`src/rtl/challenge_gen.sv`:
```
// Challenge source for the XOR-PUF datapath: issues an LFSR sequence of num
// challenges over a valid/ready handshake and reports count/busy/done.
module challenge_gen #(
   parameter int                  CHAL_W = 8,
   parameter int                  CNT_W  = 16,
   parameter logic [CHAL_W-1:0]   POLY   = 8'hB8
) (
   input  logic              clk,
   input  logic              rst,
   input  logic              start,
   input  logic [CHAL_W-1:0] seed,
   input  logic [CNT_W-1:0]  num,
   input  logic              ready,
   output logic [CHAL_W-1:0] chal,
   output logic              valid,
   output logic              busy,
   output logic              done,
   output logic [CNT_W-1:0]  count
);

   typedef enum logic {IDLE, RUN} state_t;

   state_t              state_reg, state_next;
   logic [CHAL_W-1:0]   chal_reg, chal_next;
   logic [CNT_W-1:0]    count_reg, count_next;
   logic [CNT_W-1:0]    num_reg, num_next;
   logic                done_reg, done_next;

   logic                handshake;
   logic                last;
   logic [CNT_W-1:0]    count_inc;
   logic [CHAL_W-1:0]   lfsr_step;

   assign count_inc = count_reg + {{(CNT_W-1){1'b0}}, 1'b1};
   assign last      = (count_inc == num_reg);
   assign handshake = (state_reg == RUN) && ready;
   // Galois step: shift right, fold the feedback mask in when a one falls out
   assign lfsr_step = (chal_reg >> 1) ^ (chal_reg[0] ? POLY : {CHAL_W{1'b0}});

   // State register
   always_ff @(posedge clk or posedge rst) begin
      if (rst) begin
         state_reg <= IDLE;
         chal_reg  <= '0;
         count_reg <= '0;
         num_reg   <= '0;
         done_reg  <= 1'b0;
      end else begin
         state_reg <= state_next;
         chal_reg  <= chal_next;
         count_reg <= count_next;
         num_reg   <= num_next;
         done_reg  <= done_next;
      end
   end

   // Next-state logic
   always_comb begin
      state_next = state_reg;
      case (state_reg)
         IDLE: if (start && (num != '0)) state_next = RUN;
         RUN:  if (handshake && last)    state_next = IDLE;
         default: state_next = IDLE;
      endcase
   end

   // Datapath / registered-output next values
   always_comb begin
      chal_next  = chal_reg;
      count_next = count_reg;
      num_next   = num_reg;
      done_next  = 1'b0;
      case (state_reg)
         IDLE: begin
            if (start) begin
               count_next = '0;
               if (num == '0) begin
                  done_next = 1'b1;
               end else begin
                  num_next  = num;
                  // all-zero is the LFSR lock-up state, so substitute 1
                  chal_next = (seed == '0) ? {{(CHAL_W-1){1'b0}}, 1'b1} : seed;
               end
            end
         end
         RUN: begin
            if (handshake) begin
               count_next = count_inc;
               if (last) done_next = 1'b1;
               else      chal_next = lfsr_step;
            end
         end
         default: ;
      endcase
   end

   assign chal  = chal_reg;
   assign valid = (state_reg == RUN);
   assign busy  = (state_reg == RUN);
   assign done  = done_reg;
   assign count = count_reg;

endmodule

```
`config.mk`:
```
export PLATFORM = sky130hd
export DESIGN_NAME = challenge_gen
export DESIGN_NICKNAME = d
export VERILOG_FILES = /design/src/rtl/challenge_gen.sv
export SDC_FILE = /design/constraint.sdc
export NUM_CORES = 1
export LEC_CHECK = 0
export CELL_PAD_IN_SITES_DETAIL_PLACEMENT = 1
export CELL_PAD_IN_SITES_GLOBAL_PLACEMENT = 1
export CORE_ASPECT_RATIO = 2
export CORE_MARGIN = 2
export CORE_UTILIZATION = 43
export CTS_BUF_LIST = sky130_fd_sc_hd__clkbuf_2
export CTS_CLUSTER_DIAMETER = 100
export CTS_CLUSTER_SIZE = 24
export DETAILED_ROUTE_END_ITERATION = 16
export GPL_TIMING_DRIVEN = 0
export PLACE_DENSITY = 0.9
export REMOVE_ABC_BUFFERS = 1
export SLEW_MARGIN = 20
export SYNTH_ARGS = -nofsm -noshare
export SYNTH_HDL_FRONTEND = slang
export SYNTH_SLANG_ARGS = --single-unit
```
`constraint.sdc`:
```
create_clock -name clk -period 4.2 [get_ports clk]
set_clock_uncertainty 0.15 [all_clocks]
set_input_delay 1.26 -clock clk [delete_from_list [all_inputs] [get_ports clk]]
set_output_delay 1.26 -clock clk [all_outputs]
set_load 0.005 [all_outputs]
```
; Word level (Yosys, flattened, before mapping)
; Cells that the tools add are included.
[classes]
n_mux = 18
n_reduce_logical = 9
n_addsub = 1
n_eq_ne = 5
bitwise_logic = 3
[ops]
columns = operator, n
row1 = $mux 8, 6
row2 = $mux 16, 2
row3 = $pmux 16 s2, 1
row4 = $add 16x1->16 const B, 1
row5 = $eq 16x16->1, 1
row6 = $logic_not 16->1, 1
row7 = $pmux 8 s2, 1
row8 = $reduce_bool 16->1, 1
row9 = $logic_not 8->1, 1
row10 = $xor 7x8->8, 1
row11 = $mux 1, 6
row12 = $ne 2x2->1 const B, 3
row13 = $pmux 1 s2, 2
row14 = $reduce_and 4->1, 1
row15 = $logic_and 1x1->1, 3
row16 = $reduce_and 3->1, 1
row17 = $ne 2x1->1 const B, 1
row18 = $not 1->1, 2
row19 = $reduce_and 2->1, 1
[totals]
output_inout_bits = 27
regBits = 42
inputBits = 28

; Logic depth before layout (Yosys ltp)
; Gate-level depths: netlist of run 1.
[logic_depth]
depth_word = 5
depth_mapped = 9

; Least setup slack after synthesis of run 1
; Ideal clock, no wire load.
[synth_path]
path_kind = input to register
from = in num[13]
to = reg num_reg[10]
path_buffers = 1
stages = 5
required_time_ns = 3.925
slack_ns = 1.334
arrival_time_ns = 2.591
path_cell_list = nor4_1 > and4_1 > nor2_1 > clkbuf_1 > mux2_2
[synth_via]
elab_chain_cells = 3
[synth_rtl]
columns = item, line
row1 = from (decl), 12  ; input logic [CNT_W-1:0] num,
row2 = $logic_not 16->1, 77  ; if (num == '0) begin
row3 = $not 1->1 (no source line), --
row4 = $reduce_and 3->1 (no source line), --
row5 = to (signal assigned), 52  ; num_reg <= num_next;
row6 = to (decl), 26  ; logic [CNT_W-1:0] num_reg, num_next;
; Every way passes these cells.
; A chain may end at the register's enable or synchronous reset.

; Worst setup path in the final report of run 1
[layout_path]
from = reg state_reg, in the netlist busy
to = out valid
[layout_rtl]
columns = item, line
row1 = from (decl), 23  ; state_t state_reg, state_next;
row2 = from (signal assigned), 49  ; state_reg <= state_next;
row3 = to (decl), 15  ; output logic valid,
; No word-level cell between the ends.

==> metrics.md, run 1 <==
| Metric | Value |
|---|---|
| Outcome | finished clean |
| Setup Buffers After CTS | 0 |
| First-pass GRT wire length | 14,000 um |
| Tightest Pin Transition | 0.862 ns |
| Dpl cells | 420 |
| Period utilization | 0.793 |
| Number of synthesized flops with an enable pin | 0 |
| DRT Wirelength | 8290 um |
| Seq/Total Area, Yosys | 0.384 |
| RSZ-0062 raised after global routing | no |
| First-pass DRT Iterations | 4 |
| Synth async-reset ratio | 1.00 |
| Tmin final | 3.33 ns |
| Predominant post-synthesis flop cell | dfrtp_1 |
| Delay-heaviest family, CP | flip-flops |
| Final setup viols | 0 |
| CP max-delay cell | dfrtp_1 |
| CP startpoint kind | register |
| CP bufs+invs | 1 |
| Clock Tree Buf Depth | 2 |
| Post-synth cell types | 53 |
| Synth warnings | 0 |
| Pins Over Slew Limit | 0 |
| Synthesized cell area | 2740 sq um |
| Tot Pwr | 1.50 mW |
| P&R area growth vs syn | 22.9% |
| Vias in the first global route | 2,788 |
| Arr. time, crit path | 1.92 ns |
| Vias per cell | 6.02 |
| CTS resizes | 0 |
| Num CTS Buffers | 5 |
| Rows | 41 |
| Min-Delay Endpoint | num_reg[13]$_DFFE_PP0P_ |
| Reg2Reg Setup Slack | 1.06 ns |
| Via count | 2,584 |
| Fin. Hold Viols | 0 |
| GRT Total Usage | 0.265 |
| Slowest stage delay, CP | 0.83 ns |
| Core Box Area | 6260 sq um |
| Worst VDD drop | 0.299 mV |
| Max-slew headroom | 0.424 |
| Initial antenna violation count | 0 |
| # port buffers | 54 |
| Final net count | 370 |
| Num Clock Sinks | 42 |
| Maxcap violations | 0 |
| Kind of critical path | register to output pin |
| Reg2reg path depth | 7 |
| Clk slew on worst S/H paths | 0.23 ns |
| Gr ovfl total | 0 |
| Initial Utilization | 0.438 |
| P_leak | 1.35 nW |
| Cell Count, Final, Fillers Out | 429 |
| Post-synthesis register bit count | 42 |
| Gp weighted congestion | 0.801 |
| Share of cells above drive strength 1 | 0.0965 |
| DR iter-0 viols | 81 |
| Io pins | 55 |
| DRC | 0 |
| Endpoint of the worst-slack reg-to-reg timing path | chal[2]$_DFFE_PP0P_ |
| Worst min-delay path startpoint | num_reg[13]$_DFFE_PP0P_ |
| Die width | 60.4 um |
| Post-synthesis instance total | 302 |
| TritonCTS clock tree | done |
| Worst-skew pair later-pin latency | 0.45 ns |
| PwrDens | 444 nW/um^2 |
| Layout Utilization | 0.538 |
| RR Startpoint | count[0]$_DFFE_PP0P_ |
| Clock root buffer | clkbuf_2 |
| Fmax achieved | 0.300 GHz |
| HP Class | register to register |
| Critical Path RT | 2.79 ns |
| Pin count of the biggest net entering global routing | 28 |
| Die Area | 7070 sq um |
| CP cell instances | clkdlybuf4s50_1 |
| Hold path depth | 1 |
| Wire per inst | 19.3 um |
| CTS H-tree lvls | 2 |
| Syn Area/Cell | 9.07 sq um |
| Die H | 117 um |
| CP Capture Type | output pin |
| Hold buffer count at cts | 0 |
| Post-DP HPWL | 6220 um |
| Antenna-violating nets left | 0 |
| Max FO, Critical Path | 20 |
[synth_stat cells, types with 5 or more instances]
cell type	instances	area (sq um)
clkbuf_1	10	37.5
nor4_1	6	37.5
o31ai_1	6	45.0
xor2_1	10	87.6
mux2i_1	5	50.1
nor3_1	12	60.1
nor2_1	26	97.6
nand3_1	7	35.0
buf_2	6	30.0
and3_1	9	56.3
dfrtp_1	42	1050
o21ai_0	29	145
nand2_1	23	86.3
xnor2_1	12	105
a21oi_1	8	40.0
mux2_2	15	169
a31oi_1	7	43.8
nand4_1	7	43.8
[cell usage in the layout (no fill, tap or decap), types with 5 or more instances in the layout]
cell type / synthesis / routed
nor3_1: 12 / 12
and3_1: 9 / 9
xor2_1: 10 / 10
o21ai_0: 29 / 29
a31oi_1: 7 / 7
nand3_1: 7 / 7
nor4_1: 6 / 6
nor2_1: 26 / 24
nand4_1: 7 / 7
dfrtp_1: 42 / 42
clkdlybuf4s50_1: 0 / 54
a21oi_1: 8 / 8
mux2i_1: 5 / 5
o31ai_1: 6 / 6
nand2_1: 23 / 23
clkbuf_2: 1 / 5
mux2_2: 15 / 15
xnor2_1: 12 / 12
[how the worst max path moves through the flow]
stage                         from                      to  slack (ns)  depth (start not counted)
global route        busy$_DFF_PP0_                    busy        0.78                          1
finish              busy$_DFF_PP0_                   valid        0.87                          1
detailed placement           ready   count[15]$_DFFE_PP0P_        0.44                          5
floorplan                  num[13]  num_reg[0]$_DFFE_PP0P_        1.00                          4
global placement           num[12]     chal[6]$_DFFE_PP0P_       -0.16                          7
CTS                          ready    count[3]$_DFFE_PP0P_        0.84                          5
[through the flow]
step           worst slack (ns)  cell area [sq um]  hold WS [ns]  setup TNS (ns)
2_1_floorplan              1.00               2620         0.351               0
5_1_grt                   0.777               3370         0.435               0
3_5_place_dp              0.439               3300         0.370               0
3_3_place_gp             -0.160               3270         0.362           -3.05
6_report                  0.869               3370         0.411               0
4_1_cts                   0.838               3360         0.416               0
[metal layers]
layer	vias up	GRT usage	wire length, um
met1	1297	0.288	3100
met5	-	0	0
li1	1210	-	-
met2	63	0.488	4790
met4	0	0.120	212
met3	14	0.0352	191
[logic make-up (layout without fill, tap and decap cells)]
kind of cell / after synthesis / after routing / synth area share
AO/OA/AOI/OAI: 79 / 79 / 0.190
XOR/XNOR: 22 / 22 / 0.0703
adder cells (fa/ha/maj): 1 / 1 / 0.00457
buffers and inverters: 27 / 67 / 0.0484
flip-flops: 42 / 42 / 0.384
multiplexers: 20 / 20 / 0.0799
other: 0 / 1 / 0
AND/OR/NAND/NOR: 111 / 111 / 0.223
[final cells by class]
| type | count | area [sq um] |
|---|---|---|
| fillers | 745 | 2890 |
| repair buffers | 55 | 561 |
| flip-flops and latches | 42 | 1050 |
| multi-input cells | 233 | 1570 |
| clock buffers | 5 | 25.0 |
| diodes | 1 | 2.50 |
| clock inverters | 3 | 40.0 |
| well taps | 86 | 108 |
| inverters | 4 | 15.0 |
[report_power, final]
part	switching [mW]	internal, mW	total (mW)
clock	0.150	0.0986	0.249
sequential	0.147	0.506	0.653
combinational	0.275	0.319	0.594
total	0.572	0.924	1.50
Power figures use the tool's default switching activity.
==> run 2: changes to the inputs <==
--- a/config.mk
+++ b/config.mk
@@ -9,13 +9,13 @@
 export CELL_PAD_IN_SITES_GLOBAL_PLACEMENT = 1
 export CORE_ASPECT_RATIO = 2
 export CORE_MARGIN = 2
-export CORE_UTILIZATION = 43
+export CORE_UTILIZATION = 40
 export CTS_BUF_LIST = sky130_fd_sc_hd__clkbuf_2
 export CTS_CLUSTER_DIAMETER = 100
 export CTS_CLUSTER_SIZE = 24
 export DETAILED_ROUTE_END_ITERATION = 16
 export GPL_TIMING_DRIVEN = 0
-export PLACE_DENSITY = 0.9
+export PLACE_DENSITY = 0.85
 export REMOVE_ABC_BUFFERS = 1
 export SLEW_MARGIN = 20
 export SYNTH_ARGS = -nofsm -noshare
==> constraint.sdc (replaced) <==
create_clock -name clk -period 3.3 [get_ports clk]
set_clock_uncertainty 0.15 [all_clocks]
set_input_delay 0.99 -clock clk [delete_from_list [all_inputs] [get_ports clk]]
set_output_delay 0.99 -clock clk [all_outputs]
set_load 0.005 [all_outputs]
==> metrics.md, run 2 (same netlist as run 1, synthesis figures left out) <==
| Metric | Value |
|---|---|
| Die width | 62.5 um (was 60.4 um) |
| TritonCTS clock tree | done (unchanged) |
| CP startpoint kind | register (unchanged) |
| Share of cells above drive strength 1 | 0.102 (was 0.0965) |
| Arr. time, crit path | 1.92 ns (about the same) |
| Most frequent cells in the layout | 54 x clkdlybuf4s50_1, 42 x dfrtp_1, 29 x o21ai_0 (unchanged) |
| Die H | 121 um (was 117 um) |
| Initial Utilization | 0.414 (was 0.438) |
| Total negative slack | 0 ns (unchanged) |
| P&R area growth vs syn | 23.6% (was 22.9%) |
| Worst setup margin | 0.243 ns (was 0.869 ns) |
| Io pins | 55 (unchanged) |
| CTS resizes | 0 (unchanged) |
| RR Startpoint | count[0]$_DFFE_PP0P_ (unchanged) |
| Final Instance Area | 3390 sq um (was 3370 sq um) |
| HP Class | register to register (unchanged) |
| Clock Tree Buf Depth | 2 (unchanged) |
| Clock root buffer | clkbuf_2 (unchanged) |
| CP Capture Type | output pin (unchanged) |
| Setup Buffers After CTS | 0 (unchanged) |
| Kind of critical path | register to output pin (unchanged) |
| Gr ovfl total | 0 (unchanged) |
| Clk slew on worst S/H paths | 0.24 ns (was 0.23 ns) |
| DR iter-0 viols | 125 (was 81) |
| Layout Utilization | 0.511 (was 0.538) |
| Critical Path RT | 2.16 ns (was 2.79 ns) |
| Reg2reg path depth | 7 (unchanged) |
| Vias in the first global route | 2,726 (was 2,788) |
| Fmax achieved | 0.327 GHz |
| Placed instance area | 3310 sq um (was 3300 sq um) |
| # port buffers | 54 (unchanged) |
| GRT Total Usage | 0.231 (was 0.265) |
| Wire per inst | 19.2 um (was 19.3 um) |
| Core Box Area | 6620 sq um (was 6260 sq um) |
| First-pass GRT wire length | 13,500 um (was 14,000 um) |
| Num CTS Buffers | 5 (unchanged) |
| Period utilization | 0.927 |
| DRC | 0 (unchanged) |
| Maxcap violations | 0 (unchanged) |
| Tmin final | 3.06 ns |
| Worst-skew pair later-pin latency | 0.46 ns (was 0.45 ns) |
| P_leak | 1.34 nW (was 1.35 nW) |
| Worst min-delay path startpoint | num_reg[3]$_DFFE_PP0P_ (was num_reg[13]$_DFFE_PP0P_) |
| Min-Delay Endpoint | num_reg[3]$_DFFE_PP0P_ (was num_reg[13]$_DFFE_PP0P_) |
| DRT Wirelength | 8280 um (was 8290 um) |
| Vias per cell | 5.93 (was 6.02) |
| Pin count of the biggest net entering global routing | 28 (unchanged) |
| Delay-heaviest family, CP | flip-flops (unchanged) |
| CP max-delay cell | dfrtp_1 (unchanged) |
| Max FO, Critical Path | 20 (unchanged) |
| CP cell instances | clkdlybuf4s50_1 (unchanged) |
| Worst VDD drop | 0.302 mV (was 0.299 mV) |
| Slowest stage delay, CP | 0.82 ns (was 0.83 ns) |
| Pins Over Slew Limit | 0 (unchanged) |
| Tot Pwr | 1.91 mW (was 1.50 mW) |
| Reg2Reg Setup Slack | 0.27 ns (was 1.06 ns) |
| Hold path depth | 1 (unchanged) |
| Most common library cell in the layout ignoring fill and taps | clkdlybuf4s50_1 (unchanged) |
| Die Area | 7570 sq um (was 7070 sq um) |
| Num Clock Sinks | 42 (unchanged) |
| PwrDens | 565 nW/um^2 (was 444 nW/um^2) |
| Fin. Hold Viols | 0 (unchanged) |
| Hold buffer count at cts | 0 (unchanged) |
| Rows | 42 (was 41) |
| Final setup viols | 0 (unchanged) |
| Initial antenna violation count | 1 (was 0) |
| Number of fill cells in the layout | 795 (was 745) |
| Final net count | 370 (unchanged) |
| Antenna-violating nets left | 0 (unchanged) |
| Max-slew headroom | 0.426 (was 0.424) |
| RSZ-0062 raised after global routing | no (unchanged) |
| Endpoint of the worst-slack reg-to-reg timing path | chal[2]$_DFFE_PP0P_ (unchanged) |
| Via count | 2,555 (was 2,584) |
| Post-DP HPWL | 6340 um (was 6220 um) |
| Gp weighted congestion | 0.806 (was 0.801) |
| Outcome | finished clean (unchanged) |
| CP bufs+invs | 1 (unchanged) |
| Tightest Pin Transition | 0.859 ns (was 0.862 ns) |
| Pre-CTS setup slack | -0.112 ns (was 0.439 ns) |
| CTS H-tree lvls | 2 (unchanged) |
| First-pass DRT Iterations | 4 (unchanged) |
run 2: cell count changes in the layout (fill, tap and decap cells not counted), sizes merged:
cell      previous run  this run
clkinv               2         0
clkinvlp             0         2
run 2: worst max-delay path by stage:
stage / endpoint / slack [ns] / cells past startpoint / startpoint
after floorplan: num_reg[0]$_DFFE_PP0P_ / 0.37 / 4 / num[13]
final: valid / 0.24 / 1 / busy$_DFF_PP0_
after CTS: chal[2]$_DFFE_PP0P_ / 0.15 / 7 / count[0]$_DFFE_PP0P_
after global routing: chal[2]$_DFFE_PP0P_ / 0.04 / 7 / count[0]$_DFFE_PP0P_
after detailed placement: count[10]$_DFFE_PP0P_ / -0.11 / 5 / ready
after global placement: chal[2]$_DFFE_PP0P_ / -0.81 / 7 / num[12]
run 2: report_power, final:
group,internal [mW],switching [mW],total [mW]
clock network,0.127,0.199,0.326
registers,0.644,0.186,0.831
logic,0.408,0.350,0.758
total,1.18,0.735,1.91
run 2: stage by stage:
step	hold WS [ns]	instances
detailed placement	0.368	422
floorplan	0.351	279
CTS	0.417	430
global route	0.435	431
global placement	0.363	421
finish	0.412	431
run 2: metal layers:
metal  global-route usage  up-vias  routed length, um
met1                0.232     1277               3090
met5                    0        -                  0
met2                0.440       58               4740
met4                0.135        0                253
li1                     -     1201                  -
met3               0.0325       19                204
run 2: final cells by class:
cell class	instances	area, sq um	share of cell area
clock buffers	5	25.0	0.00739
diodes	1	2.50	0.000739
flip-flops and latches	42	1050	0.310
well taps	88	110	0.0325
clock inverters	3	45.0	0.0133
inverters	4	15.0	0.00443
multi-input cells	233	1570	0.463
repair buffers	55	568	0.168
